<file path="src/rtl/tree_node_upstream_merge_pkg.sv">
// Shared types and helpers for the upstream merge node and its arbiter.
package tree_merge_pkg;

    // Output register occupancy: EMPTY means up_valid=0, FULL means a beat is held.
    typedef enum logic {
        EMPTY = 1'b0,
        FULL  = 1'b1
    } merge_state_e;

    // Index width that never collapses to zero bits, even for tiny fan-outs.
    function automatic int clog2_min1(input int n);
        return (n <= 2) ? 1 : $clog2(n);
    endfunction

endpackage

</file>
<file path="src/rtl/tree_node_upstream_merge_if.sv">
// Child-side and parent-side channels of one merge node, plus FSM debug state.
//
// Handshake semantics (all channels): a beat transfers on a rising clk edge where
// valid and ready are both 1. A source that raised valid keeps valid and data
// stable until that transfer; ready may be computed combinationally from valid
// but valid never depends on ready.
interface tree_merge_if
    import tree_merge_pkg::*;
#(
    parameter int NUM_CHILDREN = 5,
    parameter int DATA_W       = 32,
    parameter int ID_W         = clog2_min1(NUM_CHILDREN)
);
    logic [NUM_CHILDREN-1:0]        child_valid;
    logic [NUM_CHILDREN-1:0]        child_ready;
    logic [NUM_CHILDREN*DATA_W-1:0] child_data;
    logic                           up_valid;
    logic                           up_ready;
    logic [DATA_W-1:0]              up_data;
    logic [ID_W-1:0]                up_child_id;
    merge_state_e                   dbg_state;

    // Merge node side: consumes child beats, produces the upstream beat.
    modport master (
        input  child_valid, child_data, up_ready,
        output child_ready, up_valid, up_data, up_child_id, dbg_state
    );

    // Environment side: children and parent around the node.
    modport slave (
        output child_valid, child_data, up_ready,
        input  child_ready, up_valid, up_data, up_child_id, dbg_state
    );
endinterface

</file>
<file path="src/rtl/tree_node_upstream_merge_rr_arbiter.sv">
// Round-robin arbiter: searches requests starting just after the last grant.
module rr_arbiter
    import tree_merge_pkg::*;
#(
    parameter int N     = 5,
    parameter int IDX_W = clog2_min1(N)
) (
    input  logic             clk,
    input  logic             rst_n,
    input  logic [N-1:0]     i_req,
    input  logic             i_adv,
    output logic [N-1:0]     o_gnt,
    output logic [IDX_W-1:0] o_gnt_idx,
    output logic             o_any
);
    logic [IDX_W-1:0] r_last_grant;
    logic [IDX_W:0]   w_cand;
    logic [IDX_W-1:0] w_gnt_idx;
    logic             w_any;

    // First requester in rotation order last_grant+1, +2, ... wrapping at N.
    always_comb begin
        w_gnt_idx = '0;
        w_any     = 1'b0;
        w_cand    = '0;
        for (int k = 1; k <= N; k++) begin
            w_cand = {1'b0, r_last_grant} + (IDX_W+1)'(k);
            if (w_cand >= (IDX_W+1)'(N)) begin
                w_cand = w_cand - (IDX_W+1)'(N);
            end
            if (!w_any && i_req[w_cand[IDX_W-1:0]]) begin
                w_any     = 1'b1;
                w_gnt_idx = w_cand[IDX_W-1:0];
            end
        end
    end

    // One-hot view of the grant; zero when nobody requests.
    always_comb begin
        o_gnt     = w_any ? (N'(1) << w_gnt_idx) : '0;
        o_gnt_idx = w_gnt_idx;
        o_any     = w_any;
    end

    // Pointer moves only when a grant is actually consumed; reset favours index 0.
    always_ff @(posedge clk or negedge rst_n) begin
        if (!rst_n) begin
            r_last_grant <= IDX_W'(N-1);
        end else if (i_adv) begin
            r_last_grant <= w_gnt_idx;
        end
    end

endmodule

</file>
<file path="src/rtl/tree_node_upstream_merge.sv">
// Merges NUM_CHILDREN child result streams into one registered upstream stream,
// tagging each beat with its source child index.
module tree_node_upstream_merge
    import tree_merge_pkg::*;
#(
    parameter int NUM_CHILDREN = 5,
    parameter int DATA_W       = 32,
    parameter int CNT_W        = 16
) (
    input  logic             clk,
    input  logic             rst_n,
    tree_merge_if.master     bus,
    output logic [CNT_W-1:0] xfer_count
);
    localparam int ID_W = clog2_min1(NUM_CHILDREN);

    merge_state_e              r_state;
    merge_state_e              w_state_nxt;
    logic [DATA_W-1:0]         r_up_data;
    logic [ID_W-1:0]           r_up_child_id;
    logic [CNT_W-1:0]          r_xfer_count;

    logic [NUM_CHILDREN-1:0]   w_gnt;
    logic [ID_W-1:0]           w_gnt_idx;
    logic                      w_any;
    logic                      w_load_en;
    logic                      w_adv;
    logic                      w_up_valid;
    logic                      w_up_xfer;
    logic [DATA_W-1:0]         w_sel_data;

    rr_arbiter #(
        .N     (NUM_CHILDREN),
        .IDX_W (ID_W)
    ) u_arb (
        .clk       (clk),
        .rst_n     (rst_n),
        .i_req     (bus.child_valid),
        .i_adv     (w_adv),
        .o_gnt     (w_gnt),
        .o_gnt_idx (w_gnt_idx),
        .o_any     (w_any)
    );

    // Output register can take a new beat when empty or when its beat leaves now.
    always_comb begin
        w_up_valid = (r_state == FULL);
        w_load_en  = !w_up_valid || bus.up_ready;
        w_adv      = w_load_en && w_any;
        w_up_xfer  = w_up_valid && bus.up_ready;
    end

    // Payload of the granted child.
    always_comb begin
        w_sel_data = '0;
        for (int i = 0; i < NUM_CHILDREN; i++) begin
            if (w_gnt_idx == ID_W'(i)) begin
                w_sel_data = bus.child_data[i*DATA_W +: DATA_W];
            end
        end
    end

    // FSM state register.
    always_ff @(posedge clk or negedge rst_n) begin
        if (!rst_n) begin
            r_state <= EMPTY;
        end else begin
            r_state <= w_state_nxt;
        end
    end

    // FSM next state: fill on any request, drain when accepted with nothing new.
    always_comb begin
        w_state_nxt = r_state;
        case (r_state)
            EMPTY:   if (w_any) w_state_nxt = FULL;
            FULL:    if (bus.up_ready && !w_any) w_state_nxt = EMPTY;
            default: w_state_nxt = EMPTY;
        endcase
    end

    // FSM outputs: registered upstream beat and the single child ready.
    always_comb begin
        bus.up_valid    = w_up_valid;
        bus.up_data     = r_up_data;
        bus.up_child_id = r_up_child_id;
        bus.child_ready = w_adv ? w_gnt : '0;
        bus.dbg_state   = r_state;
        xfer_count      = r_xfer_count;
    end

    // Capture the granted beat on its child handshake.
    always_ff @(posedge clk or negedge rst_n) begin
        if (!rst_n) begin
            r_up_data     <= '0;
            r_up_child_id <= '0;
        end else if (w_adv) begin
            r_up_data     <= w_sel_data;
            r_up_child_id <= w_gnt_idx;
        end
    end

    // Saturating count of completed upstream handshakes.
    always_ff @(posedge clk or negedge rst_n) begin
        if (!rst_n) begin
            r_xfer_count <= '0;
        end else if (w_up_xfer && (r_xfer_count != {CNT_W{1'b1}})) begin
            r_xfer_count <= r_xfer_count + 1'b1;
        end
    end

endmodule

</file>
<file path="src/flat_wrapper.sv">
// flat-port wrapper written by rule: the top's interface ports become plain ports
module tree_node_upstream_merge_flat import tree_merge_pkg::*;
#(
    parameter int NUM_CHILDREN = 5,
    parameter int DATA_W       = 32,
    parameter int CNT_W        = 16
)
  (clk, rst_n, xfer_count, bus_child_valid, bus_child_data, bus_up_ready, bus_child_ready, bus_up_valid, bus_up_data, bus_up_child_id, bus_dbg_state);
  tree_merge_if #(.NUM_CHILDREN(NUM_CHILDREN), .DATA_W(DATA_W)) bus_i ();
  input  logic clk;
  input  logic rst_n;
  output logic [CNT_W-1:0] xfer_count;
  input wire logic [$bits(bus_i.child_valid)-1:0] bus_child_valid;
  input wire logic [$bits(bus_i.child_data)-1:0] bus_child_data;
  input wire logic [$bits(bus_i.up_ready)-1:0] bus_up_ready;
  output wire logic [$bits(bus_i.child_ready)-1:0] bus_child_ready;
  output wire logic [$bits(bus_i.up_valid)-1:0] bus_up_valid;
  output wire logic [$bits(bus_i.up_data)-1:0] bus_up_data;
  output wire logic [$bits(bus_i.up_child_id)-1:0] bus_up_child_id;
  output wire logic [$bits(bus_i.dbg_state)-1:0] bus_dbg_state;
  assign bus_i.child_valid = bus_child_valid;
  assign bus_i.child_data = bus_child_data;
  assign bus_i.up_ready = bus_up_ready;
  assign bus_child_ready = bus_i.child_ready;
  assign bus_up_valid = bus_i.up_valid;
  assign bus_up_data = bus_i.up_data;
  assign bus_up_child_id = bus_i.up_child_id;
  assign bus_dbg_state = bus_i.dbg_state;
  tree_node_upstream_merge #(.NUM_CHILDREN(NUM_CHILDREN), .DATA_W(DATA_W), .CNT_W(CNT_W)) u_core (.clk(clk), .rst_n(rst_n), .bus(bus_i), .xfer_count(xfer_count));
endmodule
</file>
<file path="config.mk">
export PLATFORM = sky130hd
export DESIGN_NAME = tree_node_upstream_merge_flat
export DESIGN_NICKNAME = d
export VERILOG_FILES = /design/src/rtl/tree_node_upstream_merge_pkg.sv /design/src/rtl/tree_node_upstream_merge_if.sv /design/src/rtl/tree_node_upstream_merge_rr_arbiter.sv /design/src/rtl/tree_node_upstream_merge.sv /design/src/flat_wrapper.sv
export SDC_FILE = /design/constraint.sdc
export NUM_CORES = 1
export LEC_CHECK = 0
export BUFFER_PORTS_ARGS = -buffer_cell sky130_fd_sc_hd__buf_2
export CORE_AREA = 8 8 79 151
export CTS_CLUSTER_DIAMETER = 200
export CTS_CLUSTER_SIZE = 10
export DETAILED_ROUTE_END_ITERATION = 16
export DIE_AREA = 0 0 87 159
export GPL_ROUTABILITY_DRIVEN = 0
export PLACE_DENSITY = 0.89
export REMOVE_ABC_BUFFERS = 1
export SYNTH_ARGS = -nofsm -noshare
export SYNTH_HDL_FRONTEND = slang
export SYNTH_HIERARCHICAL = 1
export SYNTH_SLANG_ARGS = --single-unit
</file>
<file path="constraint.sdc">
create_clock -name clk -period 5.5 [get_ports clk]
set_clock_uncertainty 0.1 [all_clocks]
set_input_delay 0.825 -clock clk [delete_from_list [all_inputs] [get_ports clk]]
set_output_delay 0.825 -clock clk [all_outputs]
set_load 0.01 [all_outputs]
</file>
==> results.sh <==
export IMPL_synth_area_top_cells="dfrtp_1, mux4_2, a22oi_1"
export IMPL_use_met1_pct=27.6
export IMPL_grt_max_degree=56
export IMPL_antenna_found_initial=3
export IMPL_synth_top_area_share_pct=29.7
export IMPL_use_met3_pct=7.55
export IMPL_drv_slew=0
export IMPL_slew_headroom_pct=42.4
export IMPL_die_x_um=87
export IMPL_max_freq_mhz=193
export IMPL_cts_buffers=5
export IMPL_wire_per_inst_um=20.8
export IMPL_grt_overflow=0
export IMPL_fillers=832
export IMPL_start_util_pct=45.7
export IMPL_cts_max_path_buffers=2
export IMPL_ir_drop_mv=0.806
export IMPL_die_area_um2=13800
export IMPL_avgSynthCellArea_um2=9.82
export IMPL_synth_area_um2=4550
export IMPL_yosysMostFrequentCell="dfrtp_1"
export IMPL_crit_fanout=16
export IMPL_start_kind="flop"
export IMPL_setup_slack_ps=330
export IMPL_synth_top_area_cell="dfrtp_1"
export IMPL_ys_ff_latch=55
export IMPL_maxCapViolCount=0
export IMPL_grt_most_used_layer="met2"
export IMPL_final_nets=844
export IMPL_final_util_pct=59.0
export IMPL_synth_flop_cell="dfrtp_1"
export IMPL_drt_total_wl_um=16600
export IMPL_grt_setup_unrepaired="false"
export IMPL_hold_viol_final=0
export IMPL_ys_warn_count=6
export IMPL_synth_cells=463
export IMPL_p_per_area_nw_per_um2=1020
export IMPL_dp_hpwl_um=13400
export IMPL_htree_levels=2
export IMPL_setup_viol=0
export IMPL_timing_final_crit_share_pct=94.0
export IMPL_setup_worst_path_start="u_core/u_arb/r_last_grant[1]"
export IMPL_total_leakage_power_nw=2.80
export IMPL_grt_pass1_wl_um=26100
export IMPL_core_rowCount=52
export IMPL_seq_area_frac_synth_pct=30.3
export IMPL_viasPerCell=5.99
export IMPL_grt_usage_pct=23.9
export IMPL_chipHeight_um=159
export IMPL_r2r_start="u_core/u_arb/r_last_grant[1]"
export IMPL_cts_setup_buffers=0
export IMPL_io_buffers=225
export IMPL_grt_pass1_vias=4966
export IMPL_synthArstFlopShare_pct=100
export IMPL_finalPower_mw=5.99
export IMPL_hold_worst_slack_ps=416
export IMPL_pin_count=226
export IMPL_met2_usage_pct=39.2
export IMPL_critical_path_class="reg2out"
export IMPL_core_area_um2=9950
export IMPL_cts_tree="yes"
export IMPL_drt_iter0_drc=432
export IMPL_first_pass_iters=7
export IMPL_yosys_top_cells_count="dfrtp_1, nor2_1, a21oi_1"
export IMPL_insertion_delay_ps=290
export IMPL_detail_route_antenna_nets=0
export IMPL_vias=4797
export IMPL_drive_gt1_share_pct=47.1
export IMPL_root_buffer="clkbuf_16"
export IMPL_min_period_ps=5170
export IMPL_critPathCaptureType="output port"
export IMPL_drt_drc_violations_left=0
export IMPL_synth_distinct_cells=73
export IMPL_synth_edf_count=0
export IMPL_clock_sinks=55
export IMPL_min_path_type="reg2reg"
export IMPL_outcome="finished, final reports clean"
export IMPL_min_from="u_core/bus.up_child_id[1]"
export IMPL_pre_cts_ws_ps=475
export IMPL_clkTransAtPathRegs_ps=70
export IMPL_cp_required_ps=4580
export IMPL_worstPathArrival_ps=4250
export IMPL_area_growth_pct=29.2
export IMPL_max_slew_worst_pin_slew_ps=861
-- cells in the final DEF (no fill, tap or decap), types with 6 or more instances in the layout --
master / count
a22oi_1: 32
ha_1: 10
nand2_1: 20
inv_1: 6
xor2_1: 9
mux4_2: 34
buf_4: 7
o21ai_0: 12
dfrtp_1: 54
nor3_1: 8
nand4_1: 10
nand3_1: 11
mux2_2: 9
xnor2_1: 7
a31oi_1: 6
nor2b_1: 7
a21oi_1: 47
nor2_1: 50
and3_1: 11
buf_2: 225
-- where the power goes --
part	internal, mW	switching, mW
combinational	2.39	2.50
sequential	0.618	0.150
clock	0.183	0.144
-- per-stage QoR --
step / area [µm²] / setup TNS, ps / std cells
after global placement: 5720 / 0 / 792
final: 5870 / 0 / 801
after CTS: 5870 / 0 / 800
after global routing: 5870 / 0 / 801
after detailed placement: 5720 / 0 / 792
after floorplan: 4340 / -24010 / 424
-- path summary, 6_finish.rpt --
kind,end,slack [ps],cells past startpoint
worst min-delay path,u_core/bus.up_child_id[1],420,1
worst min register to register,u_core/bus.up_child_id[1],420,1
worst max-delay path,bus_child_ready[3],330,14
max in group asynchronous,u_core/bus.up_data[12],4290,2
min in group asynchronous,u_core/xfer_count[7],560,2
worst max register to register,u_core/bus.up_data[2],490,14
-- worst max-delay path: stages, from the launching register on --
cell and delay (ps):
dfrtp_1 650, inv_2 170, ha_2 540, buf_4 240, and2_1 250, mux2i_1 130
o311ai_0 460, and2b_1 230, and4_1 210, o21ai_1 140, mux2i_2 330, inv_2 110
and2_1 150, and3_1 190, buf_2 150
-- per-layer routing --
| metal | wire, µm | vias to the layer above |
|---|---|---|
| met3 | 1760 | 56 |
| li1 | - | 2157 |
| met2 | 8240 | 332 |
| met5 | 21 | - |
| met1 | 5890 | 2248 |
| met4 | 735 | 4 |
-- kinds of logic (layout without fill, tap and decap cells) --
kind of cell,count (synthesis),in the layout,synth area share (%)
muxes,51,51,21.1
adders and majority gates,12,12,3.47
xor gates and xnor gates,16,16,3.08
other,0,1,0
and+or+nand+nor,153,153,18.5
DFF,55,55,30.3
buffers and inverters,50,252,5.42
AOI/OAI and AO/OA,126,126,18.2
-- layout make-up --
class                      instances  area (µm²)  area share [%]
sequential                        55        1380            23.5
multi-input combinational        358        2930            49.9
tap                              135         169            2.88
clock inverter                     1        8.76           0.149
timing repair buffer             233        1200            20.4
antenna                            1        2.50          0.0426
inverter                          11        41.3           0.703
clock buffer                       7         143            2.43
-- what timing repair did --
| item | CTS | global route |
|---|---|---|
| setup endpoints to repair | 0 | 1 |
| hold buffers | 0 | 0 |
| hold endpoints to repair | 0 | 0 |
| gates resized for setup | 0 | 1 |
-- sequential cells by signal (all words and copies together), names as in the netlist --
register                   flops
u_core/xfer_count             16
u_core/bus.up_data            32
u_core/bus.dbg_state           1
u_core/u_arb/r_last_grant      3
u_core/bus.up_child_id         3
(Power assumes the default switching activity.)
